<file path="config.mk">
export PLATFORM = sky130hd
export DESIGN_NAME = div_sequencer
export DESIGN_NICKNAME = d
export VERILOG_FILES = /design/src/rtl/div_sequencer.sv
export SDC_FILE = /design/constraint.sdc
export NUM_CORES = 1
export LEC_CHECK = 0
export ABC_CLOCK_PERIOD_IN_PS = 5500
export BUFFER_PORTS_ARGS = -buffer_cell sky130_fd_sc_hd__buf_4
export CORE_UTILIZATION = 64
export CTS_CLUSTER_SIZE = 25
export DETAILED_ROUTE_END_ITERATION = 8
export PLACE_DENSITY = 0.86
export SKIP_CTS_REPAIR_TIMING = 1
export SYNTH_ARGS = -nofsm -noshare
export SYNTH_HDL_FRONTEND = slang
export SYNTH_SLANG_ARGS = --single-unit
</file>
<file path="constraint.sdc">
create_clock -name clk -period 5.5 [get_ports clk]
set_clock_uncertainty 0.05 [all_clocks]
set_input_delay 0.275 -clock clk [delete_from_list [all_inputs] [get_ports clk]]
set_output_delay 0.275 -clock clk [all_outputs]
set_load 0.03 [all_outputs]
</file>
<file path="src/rtl/div_sequencer.sv">
// Multi-cycle restoring divide controller for the execute stage: sequences
// WIDTH iterations, stalls F/D/E while busy and presents HI/LO when it releases.
module div_sequencer #(
    parameter int WIDTH = 32
) (
    input  logic             clk,
    input  logic             resetn,
    input  logic             div_startE,
    input  logic             div_signedE,
    input  logic [WIDTH-1:0] opaE,
    input  logic [WIDTH-1:0] opbE,
    input  logic             flushE,
    output logic             stall_divE,
    output logic             div_readyE,
    output logic [WIDTH-1:0] div_hiE,
    output logic [WIDTH-1:0] div_loE
);

    localparam int CW = $clog2(WIDTH) + 1;

    typedef enum logic [1:0] {IDLE, CALC, DONE} state_t;

    state_t           state, state_nxt;
    logic [CW-1:0]    cnt;
    logic [WIDTH-1:0] rem, quo, dvsr, opa_raw;
    logic [WIDTH-1:0] hi_q, lo_q, fin_hi, fin_lo;
    logic [WIDTH-1:0] mag_a, mag_b;
    logic             sign_q, sign_r, divzero;
    logic [WIDTH:0]   trial;
    logic             start_ok;

    assign start_ok = div_startE & ~flushE;
    assign mag_a    = (div_signedE & opaE[WIDTH-1]) ? -opaE : opaE;
    assign mag_b    = (div_signedE & opbE[WIDTH-1]) ? -opbE : opbE;

    // One restoring step: shift {rem,quo} left, trial-subtract on WIDTH+1 bits.
    assign trial = {rem, quo[WIDTH-1]} - {1'b0, dvsr};

    assign fin_lo = divzero ? '1      : (sign_q ? -quo : quo);
    assign fin_hi = divzero ? opa_raw : (sign_r ? -rem : rem);

    // The consumer samples alongside div_readyE, so DONE bypasses the hold regs.
    assign div_loE = (state == DONE) ? fin_lo : lo_q;
    assign div_hiE = (state == DONE) ? fin_hi : hi_q;

    always_ff @(posedge clk or negedge resetn) begin
        if (!resetn) state <= IDLE;
        else         state <= state_nxt;
    end

    always_comb begin
        state_nxt  = state;
        stall_divE = 1'b0;
        div_readyE = 1'b0;
        unique case (state)
            IDLE: begin
                stall_divE = start_ok;
                if (start_ok) state_nxt = CALC;
            end
            CALC: begin
                stall_divE = ~flushE;
                if (flushE)                     state_nxt = IDLE;
                else if (cnt == CW'(WIDTH - 1)) state_nxt = DONE;
            end
            DONE: begin
                // Never restarts from here, even with div_startE still high.
                div_readyE = 1'b1;
                state_nxt  = IDLE;
            end
            default: state_nxt = IDLE;
        endcase
    end

    always_ff @(posedge clk or negedge resetn) begin
        if (!resetn) begin
            cnt     <= '0;
            rem     <= '0;
            quo     <= '0;
            dvsr    <= '0;
            opa_raw <= '0;
            sign_q  <= 1'b0;
            sign_r  <= 1'b0;
            divzero <= 1'b0;
            hi_q    <= '0;
            lo_q    <= '0;
        end else begin
            unique case (state)
                IDLE: if (start_ok) begin
                    cnt     <= '0;
                    rem     <= '0;
                    quo     <= mag_a;
                    dvsr    <= mag_b;
                    opa_raw <= opaE;
                    sign_q  <= div_signedE & (opaE[WIDTH-1] ^ opbE[WIDTH-1]);
                    sign_r  <= div_signedE & opaE[WIDTH-1];
                    divzero <= (opbE == '0);
                end
                CALC: if (!flushE) begin
                    rem <= trial[WIDTH] ? {rem[WIDTH-2:0], quo[WIDTH-1]} : trial[WIDTH-1:0];
                    quo <= {quo[WIDTH-2:0], ~trial[WIDTH]};
                    cnt <= cnt + CW'(1);
                end
                DONE: begin
                    hi_q <= fin_hi;
                    lo_q <= fin_lo;
                end
                default: ;
            endcase
        end
    end

endmodule
</file>
Yosys cells after proc, flatten, opt, wreduce, memory -nomap -nowiden
Cells that the tools add are included.
Widths: inputs -> output; s select.
{"block": "totals", "memories": 0, "out_inout_bits": 66, "latchBits": 0, "inputBits": 69, "regBits": 203, "mem_bits_rw": 0, "mem_bits_ro": 0, "word_cells": 60}
{"block": "classes", "n_eq_ne": 6, "mul": 0, "n_addsub": 6, "magnitude_cmp": 0, "bitwise": 7, "shifts": 0, "div": 0, "muxes": 24, "reduce_logical": 6}
{"cell": "$mux 32", "count": 13}
{"cell": "$neg 32->32", "count": 4}
{"cell": "$pmux 32 s2", "count": 2}
{"cell": "$sub 33x32->33", "count": 1}
{"cell": "$logic_not 32->1", "count": 1}
{"cell": "$mux 6", "count": 2}
{"cell": "$pmux 6 s2", "count": 1}
{"cell": "$add 6x1->6 const B", "count": 1}
{"cell": "$eq 6x5->1 const B", "count": 1}
{"cell": "$mux 2", "count": 3}
{"cell": "$and 1x1->1", "count": 4}
{"cell": "$ne 2x2->1 const B", "count": 2}
{"cell": "$pmux 2 s2", "count": 1}
{"cell": "$reduce_and 2->1", "count": 2}
{"cell": "$ne 3x3->1 const B", "count": 1}
{"cell": "$reduce_and 3->1", "count": 1}
{"cell": "$eq 2x1->1 const B", "count": 1}
{"cell": "$eq 2x2->1 const B", "count": 1}
{"cell": "$logic_not 2->1", "count": 1}
{"cell": "$not 1->1", "count": 2}
{"cell": "$pmux 1 s2", "count": 1}
{"cell": "$reduce_bool 2->1", "count": 1}
{"cell": "$mux 1", "count": 1}
{"cell": "$xor 1x1->1", "count": 1}

Longest topological paths before layout
Gate-level depths: netlist (run 1).
{"block": "depth", "depth_word": 4, "depth_mapped": 14, "mapped_depth_nobuf": 12}

Least setup slack after synthesis (run 1)
No wires, ideal clock.
{"block": "synth_timing", "path_kind": "flip-flop to output port", "from": "register rem[14]", "to": "output port div_hiE[31]", "path_buffers": 0, "stages_incl_launch_ff": 10, "arrival_time_ps": 3056, "slack_ps": 2119, "path_cell_list": "dfrtp_1 -> or4_4 -> or4_4 -> or3_1 -> or3_4 -> o31ai_2 -> xor2_1 -> nor2_1 -> a21oi_1 -> o21ai_1"}
{"block": "synth_via", "elab_chain_len": 4}
{"item": "from (decl)", "line_no": "25", "rtl": "logic [WIDTH-1:0] rem, quo, dvsr, opa_raw;"}
{"item": "from (signal assigned)", "line_no": "99", "rtl": "rem <= trial[WIDTH] ? {rem[WIDTH-2:0], quo[WIDTH-1]} : trial[WIDTH-1:0];"}
{"item": "$neg 32->32", "line_no": "40", "rtl": "assign fin_hi = divzero ? opa_raw : (sign_r ? -rem : rem);"}
{"item": "$mux 32 (2 in a row)", "line_no": "40"}
{"item": "$mux 32"}
{"item": "to (decl)", "line_no": "15", "rtl": "output logic [WIDTH-1:0] div_hiE,"}
No other way between the ends.

Worst setup path in the final report (run 1)
{"block": "layout_timing", "from": "register quo[13]", "to": "output port div_loE[31]"}
{"block": "layout_via", "elab_chain_len": 4}
{"item": "from (decl)", "line_no": "25"}
{"item": "from (signal assigned)", "line_no": "91", "rtl": "quo <= mag_a;"}
{"item": "from (signal assigned)", "line_no": "100", "rtl": "quo <= {quo[WIDTH-2:0], ~trial[WIDTH]};"}
{"item": "$neg 32->32", "line_no": "39", "rtl": "assign fin_lo = divzero ? '1 : (sign_q ? -quo : quo);"}
{"item": "$mux 32 (2 in a row)", "line_no": "39"}
{"item": "$mux 32"}
{"item": "to (decl)", "line_no": "16", "rtl": "output logic [WIDTH-1:0] div_loE"}
No other way between the ends.

==> results of run 1 <==
registers in the layout (all words and copies together) (netlist names):
name,count
quo,32
sign_q,1
opa_raw,32
cnt,6
rem,32
divzero,1
state,2
hi_q,32
lo_q,32
sign_r,1
dvsr,32
area by class of cell:
class	instances	share of cell area [%]
multi-input combinational	1213	47.61
clock inverter	12	1.113
clock buffer	29	4.403
timing repair buffer	176	9.333
tap	265	2.218
inverter	53	1.331
sequential	203	33.99
through the flow:
step | hold WS, ns | power (mW) | instances | area [sq um]
after floorplan | -0.07059 | 4.712 | 1550 | 12660
after global placement | 0.4002 | 5.401 | 1883 | 13850
after detailed placement | 0.4057 | 5.512 | 1883 | 13850
after CTS | -0.1273 | 7.199 | 1924 | 14680
after global routing | 0.004357 | 7.749 | 1951 | 14950
final | -0.002229 | 7.267 | 1951 | 14950
cells in the final DEF (no fill, tap or decap), drive strengths merged, types with 4 or more instances in the layout:
cell type    count
o21bai           5
a21o            11
dlygate4sd3     27
o211ai           6
or4              8
nor2b            7
xnor2           73
dfrtp          203
bufinv           4
mux2i           32
nand3b           6
o21ai          176
o21a             8
nor4            13
nor2           146
xor2            71
and2             5
nor3            20
inv             51
or3             18
a31oi            9
ha              37
a21oi          146
a2bb2oi          6
nand4           10
nand3           18
o31ai           22
buf            148
a21boi           4
clkbuf          30
nand2b          20
clkinv           9
nand2          289
o41ai           16
power by group through the flow:
stage | logic [mW] | clock network [mW] | registers, mW
finish | 3.42 | 1.65 | 2.20
global route | 3.79 | 1.72 | 2.24
CTS | 3.36 | 1.66 | 2.18
detailed placement | 3.32 | 0 | 2.19
global placement | 3.23 | 0 | 2.17
floorplan | 2.67 | 0 | 2.05
critical path: stages, from the launching register on:
cell	delay, ns
dfrtp_1	0.44
or4_4	0.59
or4_4	0.52
or3_4	0.42
nor4_4	0.19
nand3_2	0.16
o31ai_2	0.46
xnor2_1	0.25
nor3_1	0.25
nor2_1	0.10
buf_4	0.18
per-layer routing:
| metal | vias up | routed length, microns |
|---|---|---|
| li1 | 5566 | - |
| met1 | 5484 | 14100 |
| met4 | 0 | 993 |
| met5 | - | 0 |
| met2 | 510 | 16430 |
| met3 | 81 | 2417 |
worst max-delay path by stage:
stage / from / end / slack (ns) / cells past startpoint
final: quo[13] / div_loE[31] / 1.11 / 10
after global routing: quo[13] / div_loE[31] / 1.0 / 10
after CTS: quo[13] / div_loE[31] / 1.13 / 10
after detailed placement: quo[31] / rem[21] / 1.59 / 13
after global placement: quo[31] / rem[21] / 1.70 / 13
after floorplan: rem[14] / div_hiE[31] / 2.12 / 9
cells by family (layout without fill, tap and decap cells):
group / Yosys count / in the layout / synth area share [%]
AO/OA/AOI/OAI: 425 / 425 / 19.34
XOR/XNOR: 144 / 144 / 9.960
adder cells (fa/ha/maj): 38 / 38 / 3.814
buffers and inverters: 134 / 270 / 4.032
flip-flops: 203 / 203 / 40.12
multiplexers: 32 / 32 / 2.530
AND/OR/NAND/NOR: 574 / 574 / 20.21
==> results.json, run 1 <==
{
  "post-route-period-util_pct": 79.86,
  "drive_above_1_share_pct": 12.87,
  "max_freq_mhz": 227.7,
  "seq_area_frac_synth_pct": 40.12,
  "detail_route.vias_per_cell": 5.967,
  "required_ns": 5.18,
  "min_delay_worst_endpoint": "dvsr[1]",
  "clockPowerShare_pct": 22.7,
  "nets": 1777,
  "finalHoldViolCount": 2,
  "multi_input_comb_area_sq_um": 7117,
  "synthTopCellsByArea": "dfrtp_1 (40%), nand2_1 (8.6%), a21oi_1 (5.8%)",
  "async_flop_share_pct": 100.0,
  "arrival_ns": 4.07,
  "syn_inst": 1550,
  "worst_pin_slew_ns": 1.026,
  "final-max-slew-violation-count": 0,
  "p_int_mw": 4.270,
  "ys_ff_latch": 203,
  "cts-root-buf": "clkbuf_16",
  "synth_edf_count": 0,
  "die_h_microns": 142.7,
  "dieArea_sq_um": 20350,
  "syn_to_final_growth_pct": 18.05,
  "p_leak_nw": 6.940,
  "max_slew_margin_pct": 30.73,
  "yosysWarningCount": 0,
  "critPathMaxFanout": 6,
  "startpoint_type": "register",
  "worstHoldStart": "opbE[1]",
  "timing.rr.start": "quo[31]",
  "clk_pin_slew_ns": 0.06,
  "rr_worst_depth": 13,
  "grt_remaining_overflow": 0,
  "gp_congestion": 0.8950,
  "avgSynthCellArea_sq_um": 8.169,
  "reg2reg_to": "rem[15]",
  "vias": 11641,
  "clk_latency_ns": 0.51,
  "grt_use_met3_pct": 3.957,
  "core_area_sq_um": 19400,
  "outcome": "complete, but fails checks",
  "numCtsBuffers": 23,
  "start_util_pct": 65.27,
  "period_needed_ns": 4.392,
  "use_met2_pct": 56.63,
  "tritoncts": "done",
  "rsz0062_at_grt": "no",
  "timing.critical_path.to_type": "primary output",
  "dr.pass1.iters": 6,
  "swShare_pct": 41.23,
  "path_class": "register to primary output",
  "holdWs_ns": -0.002229,
  "fin_ws_ns": 1.108,
  "syn_nets": 1657,
  "nFillCells": 1363,
  "use_met1_pct": 44.38,
  "reg2reg_slack_ns": 1.53,
  "die_w_microns": 142.7,
  "seqPwrFrac_pct": 30.2,
  "p_sw_mw": 2.996,
  "wl_microns": 33940,
  "drv_cap": 0,
  "htreeDepth": 1,
  "io_buffers": 134,
  "num_antenna_cells": 0,
  "final_util_pct": 77.06,
  "dpl.hpwl_microns": 22790,
  "synth_top_area_cell": "dfrtp_1",
  "rows": 51,
  "combPwrFrac_pct": 47.0,
  "synth.cell_area_sq_um": 12660,
  "ys_types": 60,
  "violations": "negative hold slack",
  "synthDominantCellAreaShare_pct": 40.12,
  "antenna_left": 0,
  "grt_pass1_vias": 10910,
  "pin_count": 135,
  "synth_most_common_cell": "nand2_1",
  "drc": 0,
  "clock_path_buffers": 3,
  "setup_viol": 0,
  "power_density_nw_per_um2": 486.1,
  "hold_depth": 3,
  "fin_setup_tns_ns": 0,
  "drtIter0Drc": 1104,
  "antenna_found_initial": 0,
  "seqCellArea_sq_um": 5081,
  "routedWlPerCell_microns": 17.40,
  "min_path_type": "input pin to register",
  "busiest_layer": "met2",
  "grt_use_total_pct": 33.22,
  "grt_max_degree": 113,
  "cts_sinks": 203,
  "ir_worst_vdd_mv": 0.3004,
  "ys.flop_type": "dfrtp_1",
  "grt_pass1_wl_microns": 54080,
  "pre_cts_slack_ns": 1.593,
  "ys_top_cells_by_count": "nand2_1 (289), dfrtp_1 (203), a21oi_1 (146), nor2_1 (146), o21ai_0 (107)"
}
Note: power is estimated with default switching activity, not from simulation.
==> inputs of run 2 (changes only) <==
- ABC_CLOCK_PERIOD_IN_PS: 5500 -> 4000
- CORE_UTILIZATION: 64 -> 54
- PLACE_DENSITY: 0.86 -> 0.77
- clock period: 5.5 -> 4 ns (I/O delays scaled with it)
==> results.json, run 2 (same netlist as run 1, synthesis figures left out) <==
{
  "final_common_cell": "nand2_1",
  "startpoint_type": "register",
  "timing.rr.start": "quo[31]",
  "pin_count": 135,
  "dpl.hpwl_microns": 23130,
  "final-max-slew-violation-count": 0,
  "seqCellArea_sq_um": 5089,
  "grt_max_degree": 107,
  "drc": 0,
  "p_leak_nw": 7.101,
  "required_ns": 3.75,
  "cts_sinks": 203,
  "period_needed_ns": 3.883,
  "worstHoldStart": "opbE[2]",
  "grt_pass1_vias": 10562,
  "clk_latency_ns": 0.50,
  "core_area_sq_um": 22850,
  "setup_viol": 0,
  "detail_route.vias_per_cell": 5.559,
  "start_util_pct": 55.42,
  "final_cell_mix": "nand2_1 (289), dfrtp_1 (196), buf_4 (163)",
  "arrival_ns": 3.63,
  "outcome": "complete, but fails checks",
  "drv_cap": 0,
  "ir_worst_vdd_mv": 0.4927,
  "holdWs_ns": -0.03154,
  "path_class": "register to primary output",
  "max_freq_mhz": 257.6,
  "grt_pass1_wl_microns": 52810,
  "dieArea_sq_um": 24070,
  "hold_depth": 3,
  "antenna_found_initial": 0,
  "wl_microns": 33050,
  "drive_above_1_share_pct": 13.63,
  "dr.pass1.iters": 6,
  "rsz0062_at_grt": "yes",
  "vias": 11368,
  "grt_remaining_overflow": 0,
  "place_area_sq_um": 14000,
  "max_slew_margin_pct": 34.05,
  "min_path_type": "input pin to register",
  "reg2reg_to": "rem[1]",
  "final_cell_area_sq_um": 15400,
  "clock_path_buffers": 3,
  "post-route-period-util_pct": 97.07,
  "drtIter0Drc": 893,
  "clk_pin_slew_ns": 0.06,
  "reg2reg_slack_ns": 0.29,
  "gp_congestion": 0.9075,
  "die_h_microns": 155.1,
  "p_total_mw": 9.803,
  "multi_input_comb_area_sq_um": 7144,
  "tritoncts": "done",
  "finalHoldViolCount": 4,
  "syn_to_final_growth_pct": 21.61,
  "numCtsBuffers": 23,
  "grt_use_total_pct": 26.99,
  "nets": 1825,
  "routedWlPerCell_microns": 16.16,
  "num_antenna_cells": 0,
  "io_buffers": 134,
  "worst_pin_slew_ns": 0.9893,
  "antenna_left": 0,
  "htreeDepth": 1,
  "cts-root-buf": "clkbuf_16",
  "die_w_microns": 155.1,
  "rr_worst_depth": 13,
  "power_density_nw_per_um2": 636.6,
  "critPathMaxFanout": 5,
  "min_delay_worst_endpoint": "dvsr[2]",
  "nFillCells": 1887,
  "violations": "negative hold slack",
  "rows": 55,
  "timing.critical_path.to_type": "primary output"
}
-- run 2: cell count changes in the layout (fill, tap and decap cells not counted), sizes merged --
cell / previous run / this run
dlygate4sd3: 27 / 58
buf: 148 / 165
clkinv: 9 / 5
clkinvlp: 1 / 2
bufinv: 4 / 0
clkbuf: 30 / 35
-- run 2: worst max-delay path by stage --
| stage | start | end | slack, ns | cells after the start |
|---|---|---|---|---|
| floorplan | quo[31] | rem[21] | 0.66 | 14 |
| global placement | quo[31] | rem[21] | 0.44 | 13 |
| detailed placement | quo[31] | rem[21] | 0.28 | 13 |
| CTS | rem[14] | div_hiE[29] | 0.10 | 10 |
| global route | quo[13] | div_loE[31] | -0.05 | 10 |
| finish | quo[13] | div_loE[31] | 0.12 | 10 |
-- run 2: worst max-delay path, stage by stage (launching register included) --
cell and delay, ns:
dfrtp_2 0.42, or4_4 0.54, or4_4 0.45, or3_4 0.38, nor4_4 0.31, nand3_2 0.15
o31ai_4 0.30, xnor2_1 0.17, nor3_1 0.07, nor2_1 0.16, buf_4 0.18
-- run 2: report_power, final --
group | leakage (nW) | total [mW] | internal (mW) | switching (mW)
Sequential | 2.65 | 2.97 | 2.43 | 0.535
Clock | 0.351 | 2.00 | 1.18 | 0.816
Combinational | 4.10 | 4.84 | 2.15 | 2.69
-- run 2: area by class of cell --
cell class / count / area share [%]
clock buffer: 34 / 4.461
clock inverter: 5 / 0.1950
inverter: 53 / 1.292
multi-input combinational: 1213 / 46.40
sequential: 203 / 33.05
tap: 313 / 2.543
timing repair buffer: 224 / 12.07
-- run 2: per-stage QoR --
step	instances	setup TNS [ns]	setup slack, ns	hold WS (ns)	util, %
global route	2045	-0.08114	-0.05000	-0.0002237	67.40
CTS	1978	0	0.1009	-0.2176	64.41
finish	2045	0	0.1173	-0.03154	67.40
detailed placement	1939	0	0.2772	0.3187	61.27
global placement	1939	0	0.4407	0.3155	61.27
floorplan	1550	0	0.6600	-0.1456	-
-- run 2: layer usage --
layer  vias up  GRT usage (%)  wire length, microns
met5         -              0                     0
met4         0          7.874                   753
met3        51          3.287                  1816
met2       342          45.30                 15860
met1      5314          36.67                 14620
li1       5661              -                     -
==> inputs of run 3 (changes only) <==
- ABC_CLOCK_PERIOD_IN_PS: 4000 -> 3800
- CAP_MARGIN: unset -> 20
- CORE_UTILIZATION: 54 -> 60
- GPL_TIMING_DRIVEN: unset -> 0
- PLACE_DENSITY: 0.77 -> 0.81
- clock period: 4 -> 3.8 ns (I/O delays scaled with it)
==> results.json, run 3 (same netlist as run 1, synthesis figures left out) <==
{
  "final-max-slew-violation-count": 0,
  "dr.pass1.iters": 5,
  "worstHoldStart": "opbE[22]",
  "worst_pin_slew_ns": 1.072,
  "routedWlPerCell_microns": 17.56,
  "grt_max_degree": 110,
  "syn_to_final_growth_pct": 23.72,
  "die_w_microns": 147.3,
  "required_ns": 3.56,
  "final_common_cell": "nand2_1",
  "timing.critical_path.to_type": "primary output",
  "fin_ws_ns": -0.1460,
  "io_buffers": 134,
  "antenna_left": 0,
  "die_h_microns": 147.3,
  "detail_route.vias_per_cell": 5.813,
  "reg2reg_slack_ns": 0.09,
  "rsz0062_at_grt": "yes",
  "min_delay_worst_endpoint": "dvsr[22]",
  "max_freq_mhz": 253.4,
  "nets": 1892,
  "finalHoldViolCount": 5,
  "ir_worst_vdd_mv": 0.3236,
  "drv_cap": 0,
  "grt_pass1_vias": 11076,
  "vias": 12039,
  "final_cell_mix": "nand2_1 (288), dfrtp_1 (197), buf_4 (150)",
  "hold_depth": 3,
  "grt_remaining_overflow": 0,
  "dpl.hpwl_microns": 26400,
  "min_path_type": "input pin to register",
  "numCtsBuffers": 22,
  "power_density_nw_per_um2": 690.2,
  "rows": 52,
  "reg2reg_to": "quo[0]",
  "cts-root-buf": "clkbuf_16",
  "num_antenna_cells": 0,
  "dieArea_sq_um": 21690,
  "max_slew_margin_pct": 27.84,
  "p_leak_nw": 7.189,
  "start_util_pct": 61.98,
  "drtIter0Drc": 646,
  "startpoint_type": "register",
  "clk_latency_ns": 0.52,
  "drive_above_1_share_pct": 13.05,
  "arrival_ns": 3.71,
  "core_area_sq_um": 20430,
  "critPathMaxStageDelay_ns": 0.56,
  "grt_pass1_wl_microns": 55180,
  "setup_viol": 5,
  "clk_pin_slew_ns": 0.06,
  "timing.rr.start": "rem[4]",
  "antenna_found_initial": 0,
  "path_class": "register to primary output",
  "drc": 0,
  "htreeDepth": 1,
  "cts_sinks": 203,
  "crit_slowest_cell": "or4_4",
  "period_needed_ns": 3.946,
  "wl_microns": 36360,
  "holdWs_ns": -0.03127,
  "pre_cts_slack_ns": -0.5257,
  "violations": "negative hold slack, negative setup slack",
  "tritoncts": "done",
  "rr_worst_depth": 12,
  "critPathMaxFanout": 4,
  "clock_path_buffers": 3,
  "gp_congestion": 0.9243,
  "outcome": "complete, but fails checks",
  "post-route-period-util_pct": 103.8,
  "cp_cell_sequence": "or4_4 -> or4_4 -> or3_4 -> or3_4 -> o31ai_4 -> xor2_1 -> nor2_1 -> a21oi_1 -> o21ai_1 -> buf_4",
  "pin_count": 135,
  "grt_use_total_pct": 31.85
}
[run 3: cell types whose count changed in the layout (fill, tap and decap cells not counted), moves of 4 or more]
cell,previous run,this run
clkinv_2,3,7
buf_1,0,8
clkbuf_1,4,72
buf_4,163,150
clkbuf_8,8,4
[run 3: per-layer routing]
layer / vias to the layer above / wire length, microns / track usage, %
li1: 5795 / - / -
met1: 5709 / 14720 / 39.01
met2: 440 / 18320 / 57.57
met3: 95 / 1976 / 3.323
met4: 0 / 1346 / 12.16
met5: - / 0 / 0
[run 3: critical path: cells and delay by family, from the launching register on]
kind	cells	cell delay, ns
flops	1	0.43
compound gates	3	0.44
buf+inv	1	0.19
simple gates	5	1.92
xor+xnor	1	0.20
[run 3: final cells by class]
class                           count  area (sq um)
Multi-Input combinational cell   1213          7188
Sequential cell                   203          5087
Fill cell                        1476          4765
Timing Repair Buffer              211          1759
Clock buffer                       30         641.9
Tap cell                          270         337.8
Buffer                             81         326.6
Inverter                           53         198.9
Clock inverter                     10         125.1
[run 3: worst max-delay path by stage]
stage / from / endpoint / slack (ns) / depth (start not counted)
after global placement: quo[31] / rem[21] / -0.49 / 14
after detailed placement: quo[31] / rem[27] / -0.53 / 14
final: rem[14] / div_hiE[29] / -0.15 / 10
after global routing: rem[14] / div_hiE[31] / -0.24 / 10
after CTS: quo[31] / rem[27] / -0.54 / 14
after floorplan: quo[31] / rem[21] / 0.46 / 14
[run 3: through the flow]
step / util [%] / std cells / TNS, ns / area [sq um] / power, mW
2_1_floorplan: - / 1550 / 0 / 12660 / 6.820
3_3_place_gp: 68.56 / 1954 / -10.70 / 14010 / 7.886
3_5_place_dp: 68.73 / 1955 / -11.31 / 14040 / 8.013
4_1_cts: 72.48 / 1995 / -14.04 / 14810 / 10.29
5_1_grt: 76.68 / 2071 / -0.9285 / 15670 / 11.50
6_report: 76.68 / 2071 / -0.3241 / 15670 / 10.81
[run 3: power breakdown]
part / total [mW] / internal [mW] / leakage [nW] / switching (mW)
registers: 3.13 / 2.56 / 2.65 / 0.568
clock network: 2.28 / 1.38 / 0.386 / 0.893
logic: 5.41 / 2.39 / 4.16 / 3.01
